**config.mk**
```make
export PLATFORM = sky130hd
export DESIGN_NAME = store_align_unit
export DESIGN_NICKNAME = d
export VERILOG_FILES = /design/src/rtl/store_align_unit.sv
export SDC_FILE = /design/constraint.sdc
export NUM_CORES = 1
export LEC_CHECK = 0
export BUFFER_PORTS_ARGS = -buffer_cell sky130_fd_sc_hd__buf_2
export CAP_MARGIN = 30
export CORE_MARGIN = 5
export CORE_UTILIZATION = 51
export DETAILED_ROUTE_END_ITERATION = 12
export PLACE_DENSITY_LB_ADDON = 0.05
export SYNTH_ARGS = -nofsm -noshare
export SYNTH_HDL_FRONTEND = slang
export SYNTH_SLANG_ARGS = --single-unit
```
**constraint.sdc**
```tcl
create_clock -name clk -period 3.24 [get_ports clk]
set_input_delay 0.648 -clock clk [delete_from_list [all_inputs] [get_ports clk]]
set_output_delay 0.648 -clock clk [all_outputs]
set_load 0.05 [all_outputs]
```
**src/rtl/store_align_unit.sv**
```systemverilog
// -----------------------------------------------------------------------------
// store_align_unit
//
// Store formatter between the execute stage and data memory. It accepts one
// store request per handshake, places the low S bytes of the source register
// into the correct byte lanes and raises the matching write strobes. It then
// drives the result on a registered valid/ready write port.
//
// Configuration macro: STORE_SPLIT_EN
//   defined   - a store that crosses a memory-word boundary is issued as two
//               beats (BEAT0 at the base word, BEAT1 at the next word).
//   undefined - a crossing store is consumed without any beat and pulses
//               misalign_err. BEAT1 is never entered.
//
// Parameters
//   XLEN   : data bus width, 32 or 64 (NB = XLEN/8 byte lanes)
//   ADDR_W : byte address width
//
// Ports
//   clk, rst_n        : clock, asynchronous active-low reset
//   req_valid/ready   : store request handshake (ready only in IDLE)
//   req_addr          : byte address of the store
//   req_data          : register value, low S bytes are stored
//   req_funct3        : 000 SB, 001 SH, 010 SW, 011 SD (XLEN=64 only)
//   mem_valid/ready   : write beat handshake
//   mem_addr          : word-aligned beat address
//   mem_wdata         : lane-aligned data, unstrobed bytes are zero
//   mem_wstrb         : byte write enables
//   misalign_err      : one-cycle pulse when a request is rejected
//   busy              : high while a store is in flight
//
// Handshake rule: a transfer happens on a rising edge where valid and ready
// are both high. A beat's addr/wdata/wstrb stay stable while it waits for
// mem_ready. The req_* inputs are sampled only on the accept edge.
// -----------------------------------------------------------------------------
module store_align_unit #(
   parameter int XLEN   = 32,
   parameter int ADDR_W = 32
) (
   input  logic                clk,
   input  logic                rst_n,
   input  logic                req_valid,
   output logic                req_ready,
   input  logic [ADDR_W-1:0]   req_addr,
   input  logic [XLEN-1:0]     req_data,
   input  logic [2:0]          req_funct3,
   output logic                mem_valid,
   input  logic                mem_ready,
   output logic [ADDR_W-1:0]   mem_addr,
   output logic [XLEN-1:0]     mem_wdata,
   output logic [XLEN/8-1:0]   mem_wstrb,
   output logic                misalign_err,
   output logic                busy
);

   localparam int NB    = XLEN / 8;
   localparam int OFF_W = $clog2(NB);

   typedef enum logic [1:0] {
      IDLE  = 2'd0,
      BEAT0 = 2'd1,
      BEAT1 = 2'd2
   } state_t;

   state_t              state_q, state_d;
   logic [ADDR_W-1:0]   addr_q, addr_d;
   logic [XLEN-1:0]     wdata_q, wdata_d;
   logic [NB-1:0]       wstrb_q, wstrb_d;
   logic                err_q, err_d;

   // Request decode (combinational, used only on the accept edge)
   logic [OFF_W-1:0]    req_off;
   logic [ADDR_W-1:0]   req_base;
   logic [NB-1:0]       size_mask;
   logic [XLEN-1:0]     byte_keep;
   logic [XLEN-1:0]     src_data;
   logic [2*NB-1:0]     strb_wide;
   logic                crossing;
   logic                legal_op;
   logic                accept_ok;
   logic [XLEN-1:0]     beat0_data;

   assign req_off  = req_addr[OFF_W-1:0];
   assign req_base = {req_addr[ADDR_W-1:OFF_W], {OFF_W{1'b0}}};

   always_comb begin
      size_mask = '0;
      case (req_funct3[1:0])
         2'd0:    size_mask = NB'(1);
         2'd1:    size_mask = NB'(3);
         2'd2:    size_mask = NB'(15);
         default: size_mask = '1;
      endcase
   end

   // Expand the byte mask so source bytes above the store size are dropped.
   always_comb begin
      byte_keep = '0;
      for (int i = 0; i < NB; i++) begin
         byte_keep[8*i +: 8] = {8{size_mask[i]}};
      end
   end

   assign src_data = req_data & byte_keep;

   // Strobes over two consecutive words: the upper half marks bytes that
   // spill into the next word.
   assign strb_wide = {{NB{1'b0}}, size_mask} << req_off;
   assign crossing  = |strb_wide[2*NB-1:NB];
   assign legal_op  = !req_funct3[2] && !((req_funct3[1:0] == 2'd3) && (XLEN != 64));

`ifdef STORE_SPLIT_EN
   logic [2*XLEN-1:0]   data_wide;
   logic [ADDR_W-1:0]   hi_addr_q, hi_addr_d;
   logic [XLEN-1:0]     hi_wdata_q, hi_wdata_d;
   logic [NB-1:0]       hi_wstrb_q, hi_wstrb_d;
   logic                split_q, split_d;

   assign data_wide  = {{XLEN{1'b0}}, src_data} << {req_off, 3'b000};
   assign beat0_data = data_wide[XLEN-1:0];
   assign accept_ok  = legal_op;
`else
   assign beat0_data = src_data << {req_off, 3'b000};
   assign accept_ok  = legal_op && !crossing;
`endif

   always_comb begin
      state_d = state_q;
      addr_d  = addr_q;
      wdata_d = wdata_q;
      wstrb_d = wstrb_q;
      err_d   = 1'b0;
`ifdef STORE_SPLIT_EN
      hi_addr_d  = hi_addr_q;
      hi_wdata_d = hi_wdata_q;
      hi_wstrb_d = hi_wstrb_q;
      split_d    = split_q;
`endif
      case (state_q)
         IDLE: begin
            if (req_valid) begin
               if (accept_ok) begin
                  addr_d  = req_base;
                  wdata_d = beat0_data;
                  wstrb_d = strb_wide[NB-1:0];
`ifdef STORE_SPLIT_EN
                  hi_addr_d  = req_base + ADDR_W'(NB);
                  hi_wdata_d = data_wide[2*XLEN-1:XLEN];
                  hi_wstrb_d = strb_wide[2*NB-1:NB];
                  split_d    = crossing;
`endif
                  state_d = BEAT0;
               end else begin
                  err_d = 1'b1;
               end
            end
         end
         BEAT0: begin
            if (mem_ready) begin
`ifdef STORE_SPLIT_EN
               if (split_q) begin
                  addr_d  = hi_addr_q;
                  wdata_d = hi_wdata_q;
                  wstrb_d = hi_wstrb_q;
                  state_d = BEAT1;
               end else begin
                  state_d = IDLE;
               end
`else
               state_d = IDLE;
`endif
            end
         end
         BEAT1: begin
            if (mem_ready) begin
               state_d = IDLE;
            end
         end
         default: state_d = IDLE;
      endcase
   end

   always_ff @(posedge clk or negedge rst_n) begin
      if (!rst_n) begin
         state_q <= IDLE;
         addr_q  <= '0;
         wdata_q <= '0;
         wstrb_q <= '0;
         err_q   <= 1'b0;
      end else begin
         state_q <= state_d;
         addr_q  <= addr_d;
         wdata_q <= wdata_d;
         wstrb_q <= wstrb_d;
         err_q   <= err_d;
      end
   end

`ifdef STORE_SPLIT_EN
   always_ff @(posedge clk or negedge rst_n) begin
      if (!rst_n) begin
         hi_addr_q  <= '0;
         hi_wdata_q <= '0;
         hi_wstrb_q <= '0;
         split_q    <= 1'b0;
      end else begin
         hi_addr_q  <= hi_addr_d;
         hi_wdata_q <= hi_wdata_d;
         hi_wstrb_q <= hi_wstrb_d;
         split_q    <= split_d;
      end
   end
`endif

   assign req_ready    = (state_q == IDLE);
   assign busy         = (state_q != IDLE);
   assign mem_valid    = (state_q != IDLE);
   assign mem_addr     = addr_q;
   assign mem_wdata    = wdata_q;
   assign mem_wstrb    = wstrb_q;
   assign misalign_err = err_q;

endmodule
```
After elaboration in Yosys (flattened, before gate mapping)
Index checks and enable logic that the tools add are counted.
Operators by class
  shift-type cells: 2
  multiplexer cells: 8
  eq/ne operators: 7
  bitwise logic cells: 1
  reduce and logical (&&, ||, !) cells: 12
Operators with widths (number)
  AND 32 bit: 1
  << shifter 32 x 5 -> 32 bit: 1
  case mux 4 bit (2 select lines): 1
  << shifter 4 x 2 -> 8 bit: 1
  2-to-1 mux 2 bit: 3
  AND reduction 3 bit: 2
  == test 2 x 1 -> 1 bit (second input constant): 2
  == test 2 bit (second input constant): 2
  logical NOT 2 bit: 2
  != test 2 x 1 -> 1 bit (second input constant): 2
  case mux 2 bit (2 select lines): 1
  OR reduction 4 bit: 1
  logical NOT 1 bit: 3
  2-to-1 mux 1 bit: 3
  logical AND 1 bit: 2
  != test 2 bit (second input constant): 1
  nonzero test 2 bit: 1
  OR reduction 2 bit: 1
Word-level totals
  word-level logic and storage cells: 35
  bits of input ports: 71
  output and inout bits: 72
  register bits after elaboration: 69

Depth between registers and ports, before layout
Gate-level depths: netlist (run 1).
  depth after elaboration: 9
  gate-level depth with buffers: 6

Worst setup path before layout (run 1)
OpenSTA, ideal clock, no wires.
  kind: flip-flop to flip-flop
  start point: register state_q[0]
  end point: register addr_q[10], in the netlist mem_addr[10]
  stages on the path, launching flop included: 7
  buffers on the path: 2
  clock period less this slack: 2154 ps
  required time: 3115 ps
  data arrival time: 2029 ps
  path slack: 1086 ps
  cells stage by stage: dfrtp_1 -> inv_1 -> nand2_1 -> nor3_4 -> buf_6 -> buf_6 -> mux2_4
Between the ends
  cells in the longest elaborated chain, start to end: 2
RTL lines
  start: declaration: RTL line 65  | state_t state_q, state_d;
  start signal: assignment: RTL line 191  | state_q <= state_d;
  logical NOT 2 bit
  named net req_ready: RTL line 43  | output logic req_ready,
  AND reduction 3 bit (no source line)
  end signal: assignment: RTL line 192  | addr_q <= addr_d;
  end: declaration: RTL line 66  | logic [ADDR_W-1:0] addr_q, addr_d;
The timed path passes the listed nets, and every way through them passes these cells.
A chain may end at the register's enable or synchronous reset.

Worst setup path after layout (run 1)
  start point: input port req_addr[0]
  end point: register addr_q[4], in the netlist mem_addr[4]
Between the ends
  cells in the longest elaborated chain, start to end: 5
RTL lines
  start: declaration: RTL line 44  | input logic [ADDR_W-1:0] req_addr,
  << shifter 4 x 2 -> 8 bit: RTL line 108  | assign strb_wide = {{NB{1'b0}}, size_mask} << req_off;
  OR reduction 4 bit: RTL line 109  | assign crossing = |strb_wide[2*NB-1:NB];
  logical NOT 1 bit: RTL line 124  | assign accept_ok = legal_op && !crossing;
  logical AND 1 bit: RTL line 124
  AND reduction 3 bit (no source line)
No other way between the ends.

==> reports/results.md, run 1 <==
• **final routed wire length divided by cell count** 16.82 µm
• **cells resized by post-CTS repair** 0
• **cell with the largest stage delay on the worst path** mux2_2
• **number of placed cells counting well taps** 463
• **Primary FF master, synth** dfrtp_1
• **post-route minimum period** 2.075 ns
• **Port Buffers** 140
• **basic-gate share of the synthesized area counting and, or, nand and nor cells** 4.809%
• **area taken by multi-input logic gates** 0.001369 mm²
• **Maximum Capacitance Violations** 0
• **leakage power of the design** 0.002092 µW
• **cell-by-cell listing of the critical path** buf_2, a21oi_1, a21oi_2, nor3_4, buf_12, mux2_2
• **post-route ant nets** 0
• **placeable core region** 0.006314 mm²
• **fraction of registers with async set/reset** 100.0%
• **data required time of the worst path** 3.46 ns
• **overall die width** 90.18 µm
• **CTS clk-pin slew, worst paths** 0.08 ns
• **height of the die** 90.18 µm
• **Adder-Cell Fraction of Synth Area** 0%
• **stage delay of the slowest cell on the critical path** 0.37 ns
• **Seq. cell area** 0.001702 mm²
• **antenna diode count** 0
• **most used standard cells in the synthesized netlist** dfrtp_1, mux2_2, nand2_1
• **classification of the worst setup path** in -> reg
• **post-layout net count** 468
• **post-CTS setup repair buffer count** 0
• **share of the synthesized area in compound gates (AO/OA/AOI/OAI)** 9.504%
• **headroom to the max-slew limit** 43.17%
• **number of antenna violations at the first check in global routing** 0
• **Hold Fails Final Rpt** 0
• **RSZ-0062 raised after global routing** no
• **Filler cells** 546
• **TritonCTS clock tree** done
• **vias in the first global route** 2592
• **Clock Skew** 0.007958 ns
• **area of the mapped netlist** 0.003278 mm²
• **pin count of the biggest net entering global routing** 69
• **Setup Slack @ Placement** 0.8199 ns
• **distinct cell type count after synthesis** 24
• **number of optimization iterations in the first detailed-route pass** 7
• **most common cell in the synthesized netlist** dfrtp_1
• **worst min path class** in -> async
• **smallest setup slack after layout** 1.165 ns
• **average footprint of a synthesized cell** 12.42 µm²
• **fraction of the cycle the final worst path needs** 64.05%
• **CP Capture Type** flop
• **cell type contributing the most total cell area after synthesis** dfrtp_1
• **minimum setup slack among reg-to-reg paths** 1.58 ns
• **area added between synthesis and finish** 26.56%
• **count of flip-flops with a built-in enable after synthesis** 0
• **kind of cell with the highest combined delay on the critical path** buffers and inverters
• **count of warnings emitted by yosys** 0
• **final standard cell count with taps included and fillers excluded** 479
• **GRT Util Overall** 20.23%
• **number of placed I/O pins** 143
• **largest fanout of any net on the critical path** 51
• **Clk Latency, worst-skew pair** 0.34 ns
• **number of vias after detailed routing** 2482
• **row cnt** 29
• **final setup violating endpoints** 0
• **die outline area** 0.008132 mm²
• **XOR/XNOR share of the synthesized area** 0%
• **initial core utilization** 51.92%
• **slew at the pin closest to its max-slew limit** 0.8525 ns
• **post-route total power** 3227 µW
• **GR Overflow Total** 0
• **H-tree depth reported by CTS** 3
• **peak ir drop on the vdd network** 0.4172 mV
• **power density of the placed cells** 777.8 mW/mm²
• **run status** finished clean
• **wire length of the first global-routing pass** 13240 µm
• **1st-iter DRT viols** 161
• **combinational family with the most area after synthesis** multiplexers
• **fraction of layout instances using a drive strength above 1** 51.74%
• **number of storage elements in the synthesis netlist** 68
• **number of buffers added by the clock tree synthesis step** 9
• **critical path launch point type** primary input
• **mux cell area share after synthesis** 27.21%
• **ranking of synthesized cells by area** dfrtp_1, mux2_2, mux2_4
• **Post-Syn Instances** 264
• **master cell of the clock root buffer** clkbuf_8
• **number of hold buffers added after CTS** 0
• **Buf/Inv on CP** 2
• **via density per instance** 5.182
• **final slew viol count** 0
• **DRC errors left** 0
• **placed wire-length estimate** 5818 µm
• **Bufs on Longest Clock Path** 2
• **CTS Sinks** 68
• **maximum frequency from static timing analysis** 481.9 MHz
• **WP data arrival** 2.29 ns
• **Yosys top cell area share** 51.91%
• **Total Negative Setup Slacks** 0 ns
• **weighted congestion at the end of routability-driven global placement** 0.7687
• **sequential area share after synthesis** 51.91%
• **Routed WL** 8056 µm
==> stage by stage <==
stage	instance area [µm²]	hold WS [ns]	utilization, %
detailed placement	3965	0.4866	62.80
floorplan	3282	0.3524	-
global route	4149	0.4686	65.72
finish	4149	0.4100	65.72
global placement	3965	0.4866	62.80
CTS	4149	0.4442	65.72
==> cell usage in the layout, fill, tap and decap left out, drive strengths merged <==
cell / netlist / final
buf: 17 / 142
dfrtp: 68 / 68
mux2: 50 / 50
nand2: 26 / 26
mux2i: 25 / 25
inv: 18 / 18
o21ai: 18 / 18
o2bb2ai: 16 / 16
clkbuf: 4 / 11
a22oi: 8 / 8
nor2: 5 / 5
clkinv: 0 / 3
conb: 1 / 2
a21oi: 2 / 2
nor3: 1 / 1
or2: 1 / 1
and3: 1 / 1
nor2b: 1 / 1
nand2b: 1 / 1
o21bai: 1 / 1
clkinvlp: 0 / 1
bufinv: 0 / 1
==> per-layer routing <==
layer / vias to the layer above / track usage, % / share of wire (%)
met5: - / 0 / 0
met4: 0 / 7.816 / 1.9
met3: 12 / 5.676 / 9.2
met2: 120 / 31.16 / 47
met1: 1173 / 27.11 / 42
li1: 1177 / - / -
==> flip-flops by register name (all words and copies together), names as in the netlist <==
signal,cells
state_q,1
misalign_err,1
mem_wdata,32
mem_addr,30
mem_wstrb,4
==> power by group <==
group	leakage (µW)	internal (µW)	total (µW)	switching, µW
logic	0.00115	388	1400	1010
registers	0.000845	1050	1160	104
clock network	0.0000931	352	670	318
==> kinds of logic (layout without fill, tap and decap cells) <==
family	after synthesis	count (layout)
multiplexers	75	75
AO/OA/AOI/OAI	45	45
flip-flops	68	68
other	1	2
AND/OR/NAND/NOR	36	36
buffers and inverters	39	176
==> worst paths after layout <==
check / startpoint / to / depth (start not counted)
setup reg to reg: state_q[0]$_DFFE_PN0P_ / mem_addr[4]$_DFFE_PN0P_ / 5
hold reg to reg: mem_addr[23]$_DFFE_PN0P_ / mem_addr[23]$_DFFE_PN0P_ / 1
hold / removal: rst_n / mem_wdata[25]$_DFFE_PN0P_ / 1
setup / recovery: req_addr[0] / mem_addr[4]$_DFFE_PN0P_ / 6
max in group asynchronous: rst_n / mem_wstrb[1]$_DFFE_PN0P_ / 1
min in group clk: mem_ready / state_q[0]$_DFFE_PN0P_ / 2
==> cell type report <==
class                      count  share of cell area, %
inverter                      18                  1.628
multi-input combinational    158                  32.99
sequential                    68                  41.01
clock buffer                  11                  3.166
timing repair buffer         142                  17.61
clock inverter                 5                  1.267
tap                           77                  2.322
Note: power is estimated with default switching activity, not from simulation.
==> inputs of run 2 (changes only) <==
- CORE_UTILIZATION: 51 -> 48
- clock period: 3.24 -> 2.1 ns (I/O delays scaled with it)
==> run 2 against run 1 <==
- setup slack worse by 0.74 ns
- combinational power grew 56%
- clock power up 76%
- critical path type is now reg -> reg
- clock skew fell by 0.0023 ns
- non-clock buffer count is 8 higher
- sequential share of layout area shrank 1.3 points
- global-route usage down 0.59 points
- design area is 3.3% higher
- die area increased by 5.5%
==> reports/results.md, run 2 (same netlist as run 1, synthesis figures left out) <==
• **run status** finished clean
• **number of hold buffers added after CTS** 0
• **post-layout net count** 476
• **final slew viol count** 0
• **number of placed I/O pins** 143
• **placed wire-length estimate** 6032 µm
• **power density of the placed cells** 1202 mW/mm²
• **weighted congestion at the end of routability-driven global placement** 0.8950
• **most common cell after layout, fill and taps aside** buf_2
• **TritonCTS clock tree** done
• **RSZ-0062 raised after global routing** no
• **GR Overflow Total** 0
• **data required time of the worst path** 2.32 ns
• **worst-case reg-to-reg path depth** 6
• **vias in the first global route** 2564
• **minimum setup slack among reg-to-reg paths** 0.43 ns
• **final routed wire length divided by cell count** 16.61 µm
• **GRT Util Overall** 19.64%
• **H-tree depth reported by CTS** 3
• **startpoint of the worst register-to-register path** state_q[0]$_DFFE_PN0P_
• **WP data arrival** 1.90 ns
• **row cnt** 30
• **Routed WL** 8140 µm
• **Clk Latency, worst-skew pair** 0.34 ns
• **placeable core region** 0.006719 mm²
• **critical path launch point type** flop
• **fraction of layout instances using a drive strength above 1** 53.17%
• **classification of the worst setup path** reg -> reg
• **slew at the pin closest to its max-slew limit** 0.8700 ns
• **number of optimization iterations in the first detailed-route pass** 4
• **flip-flop count of the largest register after layout** 32
• **post-route minimum period** 1.673 ns
• **fraction of the cycle the final worst path needs** 79.69%
• **pin count of the biggest net entering global routing** 69
• **Port Buffers** 140
• **die outline area** 0.008582 mm²
• **maximum frequency from static timing analysis** 597.6 MHz
• **largest fanout of any net on the critical path** 18
• **final setup violating endpoints** 0
• **number of vias after detailed routing** 2533
• **commonest cells after routing, fill and taps aside** buf_2, dfrtp_1, mux2_2, nand2_1, mux2i_1
• **post-CTS setup repair buffer count** 0
• **worst min path class** in -> async
• **post-route total power** 5150 µW
• **CTS clk-pin slew, worst paths** 0.08 ns
• **number of buffers added by the clock tree synthesis step** 9
• **CTS Sinks** 68
• **DRC errors left** 0
• **Hold Fails Final Rpt** 0
• **peak ir drop on the vdd network** 0.6244 mV
• **master cell of the clock root buffer** clkbuf_8
• **initial core utilization** 48.79%
• **Maximum Capacitance Violations** 0
• **via density per instance** 5.169
• **area added between synthesis and finish** 30.73%
• **number of antenna violations at the first check in global routing** 0
• **cells resized by post-CTS repair** 0
• **Total Negative Setup Slacks** 0 ns
• **Filler cells** 558
• **overall die width** 92.64 µm
• **Bufs on Longest Clock Path** 2
• **CP Capture Type** flop
• **Clock Skew** 0.005668 ns
• **post-route ant nets** 0
• **leakage power of the design** 0.002156 µW
• **height of the die** 92.64 µm
• **headroom to the max-slew limit** 42.00%
• **1st-iter DRT viols** 104
• **antenna diode count** 0
• **wire length of the first global-routing pass** 13170 µm
• **critical register-to-register path endpoint** mem_wstrb[3]$_DFFE_PN0P_
run 2: cell types whose count changed in the layout (fill, tap and decap cells not counted):
cell,previous run,this run
bufinv_16,1,2
inv_1,18,17
inv_6,0,1
buf_4,2,7
clkinv_2,3,2
clkbuf_1,2,1
buf_12,1,4
clkinv_4,0,1
run 2: through the flow:
| stage | hold slack, ns | utilization, % | cells | instance area (µm²) | setup WS [ns] |
|---|---|---|---|---|---|
| floorplan | 0.1244 | - | 265 | 3286 | 0.01591 |
| global placement | 0.4858 | 60.58 | 474 | 4070 | 0.2342 |
| detailed placement | 0.4895 | 60.58 | 474 | 4070 | 0.1934 |
| CTS | 0.2207 | 63.78 | 490 | 4285 | 0.4121 |
| global route | 0.2490 | 63.78 | 490 | 4285 | 0.3434 |
| finish | 0.1558 | 63.78 | 490 | 4285 | 0.4266 |
run 2: routing by layer:
layer	global-route usage, %	up-vias	share of wire (%)
met3	5.524	11	8.2
met2	29.61	100	45
met4	7.082	0	1.4
met5	0	-	0
li1	-	1203	-
met1	27.11	1219	45
run 2: power breakdown:
part	switching, µW	total [µW]	internal, µW
Combinational	1570	2180	616
Clock	510	1180	671
Sequential	161	1790	1620
Total	2240	5150	2910
run 2: area by class of cell:
class	instances	area (µm²)	area share, %
Clock inverter	6	87.58	2.044
Clock buffer	10	127.6	2.978
Sequential cell	68	1702	39.71
Multi-Input combinational cell	158	1369	31.94
Inverter	18	71.32	1.664
Tap cell	80	100.1	2.336
Timing Repair Buffer	150	828.3	19.33
run 2: worst max-delay path by stage:
stage                                to                   start  slack (ns)
2_1_floorplan  mem_addr[10]$_DFFE_PN0P_  state_q[0]$_DFFE_PN0P_        0.02
3_3_place_gp   mem_addr[25]$_DFFE_PN0P_           req_funct3[1]        0.23
3_5_place_dp    mem_addr[5]$_DFFE_PN0P_           req_funct3[1]        0.19
4_1_cts        mem_wstrb[3]$_DFFE_PN0P_  state_q[0]$_DFFE_PN0P_        0.41
5_1_grt         mem_addr[6]$_DFFE_PN0P_  state_q[0]$_DFFE_PN0P_        0.34
6_report       mem_wstrb[3]$_DFFE_PN0P_  state_q[0]$_DFFE_PN0P_        0.43
run 2: worst max-delay path, stage by stage, from the launching register on:
cell and delay, ns:
dfrtp_1 0.42, clkinvlp_4 0.09, nand2_1 0.09, nor3_4 0.21
buf_12 0.20, buf_12 0.19, mux2_2 0.35
==> inputs of run 3 (changes only) <==
- CORE_UTILIZATION: 48 -> 43
- clock period: 2.1 -> 1.4 ns (I/O delays scaled with it)
==> run 3 against run 2 <==
- the flow now finishes with violations (setup timing)
- sequential share of layout area decreased by 3.4 points
- via count grew 4.5%
- count of clock-buffer cells in the layout up 3
- largest cell class unchanged
==> reports/results.md, run 3 (same netlist as run 1, synthesis figures left out) <==
• **run status** finished with violations
• **violations in the final reports** setup timing
• **Setup Slack @ Placement** -0.2793 ns
• **placeable core region** 0.007331 mm²
• **Design Area, Final** 0.004690 mm²
• **1st-iter DRT viols** 101
• **number of placed I/O pins** 143
• **headroom to the max-slew limit** 52.30%
• **GRT Util Overall** 18.47%
• **H-tree depth reported by CTS** 3
• **number of antenna violations at the first check in global routing** 0
• **startpoint of the worst register-to-register path** state_q[0]$_DFFE_PN0P_
• **classification of the worst setup path** reg -> reg
• **Port Buffers** 140
• **Maximum Capacitance Violations** 0
• **Routed WL** 9130 µm
• **number of buffers added by the clock tree synthesis step** 9
• **total cell area at the placement stage** 0.004220 mm²
• **WP data arrival** 1.78 ns
• **post-route total power** 7783 µW
• **peak ir drop on the vdd network** 0.9234 mV
• **height of the die** 97.32 µm
• **leakage power of the design** 0.002367 µW
• **area added between synthesis and finish** 43.05%
• **post-route minimum period** 1.560 ns
• **maximum frequency from static timing analysis** 641.1 MHz
• **critical path launch point type** flop
• **data required time of the worst path** 1.62 ns
• **TritonCTS clock tree** done
• **final setup violating endpoints** 65
• **overall die width** 97.32 µm
• **Clock Skew** 0.004169 ns
• **number of optimization iterations in the first detailed-route pass** 4
• **RSZ-0062 raised after global routing** yes
• **post-layout net count** 505
• **CTS clk-pin slew, worst paths** 0.07 ns
• **CP Capture Type** flop
• **master cell of the clock root buffer** clkbuf_8
• **worst hold start** mem_ready
• **placed wire-length estimate** 6427 µm
• **most common cell after layout, fill and taps aside** buf_2
• **smallest setup slack after layout** -0.1597 ns
• **Clk Latency, worst-skew pair** 0.33 ns
• **fraction of layout instances using a drive strength above 1** 56.16%
• **post-route ant nets** 0
• **final routed wire length divided by cell count** 17.00 µm
• **die outline area** 0.009470 mm²
• **pin count of the biggest net entering global routing** 29
• **minimum setup slack among reg-to-reg paths** -0.16 ns
• **weighted congestion at the end of routability-driven global placement** 0.8520
• **final slew viol count** 0
• **initial core utilization** 44.72%
• **Hold Fails Final Rpt** 0
• **antenna diode count** 0
• **fraction of the cycle the final worst path needs** 111.4%
• **number of vias after detailed routing** 2647
• **Bufs on Longest Clock Path** 2
• **stage delay of the slowest cell on the critical path** 0.42 ns
• **startpoint of the most critical setup path** state_q[0]$_DFFE_PN0P_
• **via density per instance** 4.929
• **power density of the placed cells** 1660 mW/mm²
• **commonest cells after routing, fill and taps aside** buf_2, dfrtp_1, mux2_4, buf_4
• **cell with the largest stage delay on the worst path** dfrtp_2
• **wire length of the first global-routing pass** 14030 µm
• **GR Overflow Total** 0
• **DRC errors left** 0
• **vias in the first global route** 2692
• **worst min path class** in -> reg
• **final cell utilization of the core** 63.97%
• **flip-flop count of the largest register after layout** 32
• **Fin Hold WS** 0.1234 ns
• **slew at the pin closest to its max-slew limit** 0.7140 ns
• **largest fanout of any net on the critical path** 10
• **row cnt** 31
• **cell-by-cell listing of the critical path** clkinvlp_4, nand2_4, nor3_4, buf_4, clkbuf_16, mux2_4
• **CTS Sinks** 68
## run 3: cell count changes in the layout (fill, tap and decap cells not counted), moves of 2 or more
cell       previous run  this run
buf_8                 0         2
buf_2               139       136
clkbuf_16             0         4
buf_6                 0         4
clkbuf_8              9        11
mux2_4               21        33
mux2_2               29        17
buf_4                 7        27
## run 3: critical path, delay by kind of cell, from the launching register on
| family | cells | cell delay (ns) |
|---|---|---|
| flip-flops | 1 | 0.42 |
| AND/OR/NAND/NOR | 2 | 0.25 |
| multiplexers | 1 | 0.30 |
| buffers and inverters | 3 | 0.47 |
## run 3: repair_timing
action,in CTS,in global routing
hold endpoints to repair,18,0
endpoints found under the setup margin,65,69
buffers inserted,3,1
gates cloned,1,5
hold buffers,1,0
pin swaps,0,0
gates resized for setup,8,21
## run 3: worst paths after layout
kind / cells past startpoint / end
setup / recovery: 6 / mem_addr[18]$_DFFE_PN0P_
hold / removal: 2 / state_q[0]$_DFFE_PN0P_
setup reg to reg: 6 / mem_addr[18]$_DFFE_PN0P_
hold reg to reg: 1 / mem_addr[2]$_DFFE_PN0P_
max in group asynchronous: 3 / mem_addr[15]$_DFFE_PN0P_
min in group asynchronous: 2 / misalign_err$_DFF_PN0_
## run 3: power by group
| group | switching, µW | leakage [µW] | internal (µW) |
|---|---|---|---|
| registers | 242 | 0.000843 | 2440 |
| clock network | 697 | 0.0000995 | 910 |
| logic | 2410 | 0.00142 | 1080 |
## run 3: metrics by stage
step,setup TNS (ns),instances
after global routing,-11.43,537
after detailed placement,-15.29,511
after floorplan,-24.28,265
after global placement,-14.26,511
final,-6.931,537
after CTS,-7.273,531
## run 3: layout make-up
type                    count  area (µm²)
multi-input cells         158        1421
repair buffers            179        1176
flip-flops and latches     68        1703
clock buffers              13       158.9
fillers                   616        2641
well taps                  99       123.9
inverters                  18       71.32
clock inverters             2       35.03
## run 3: routing by layer
layer  routed length [µm]  track usage [%]  part of all wire [%]
met3                  784            6.030                   8.6
met5                    0                0                     0
met2                 4283            28.66                    47
met4                  135            6.709                   1.5
met1                 3927            24.17                    43
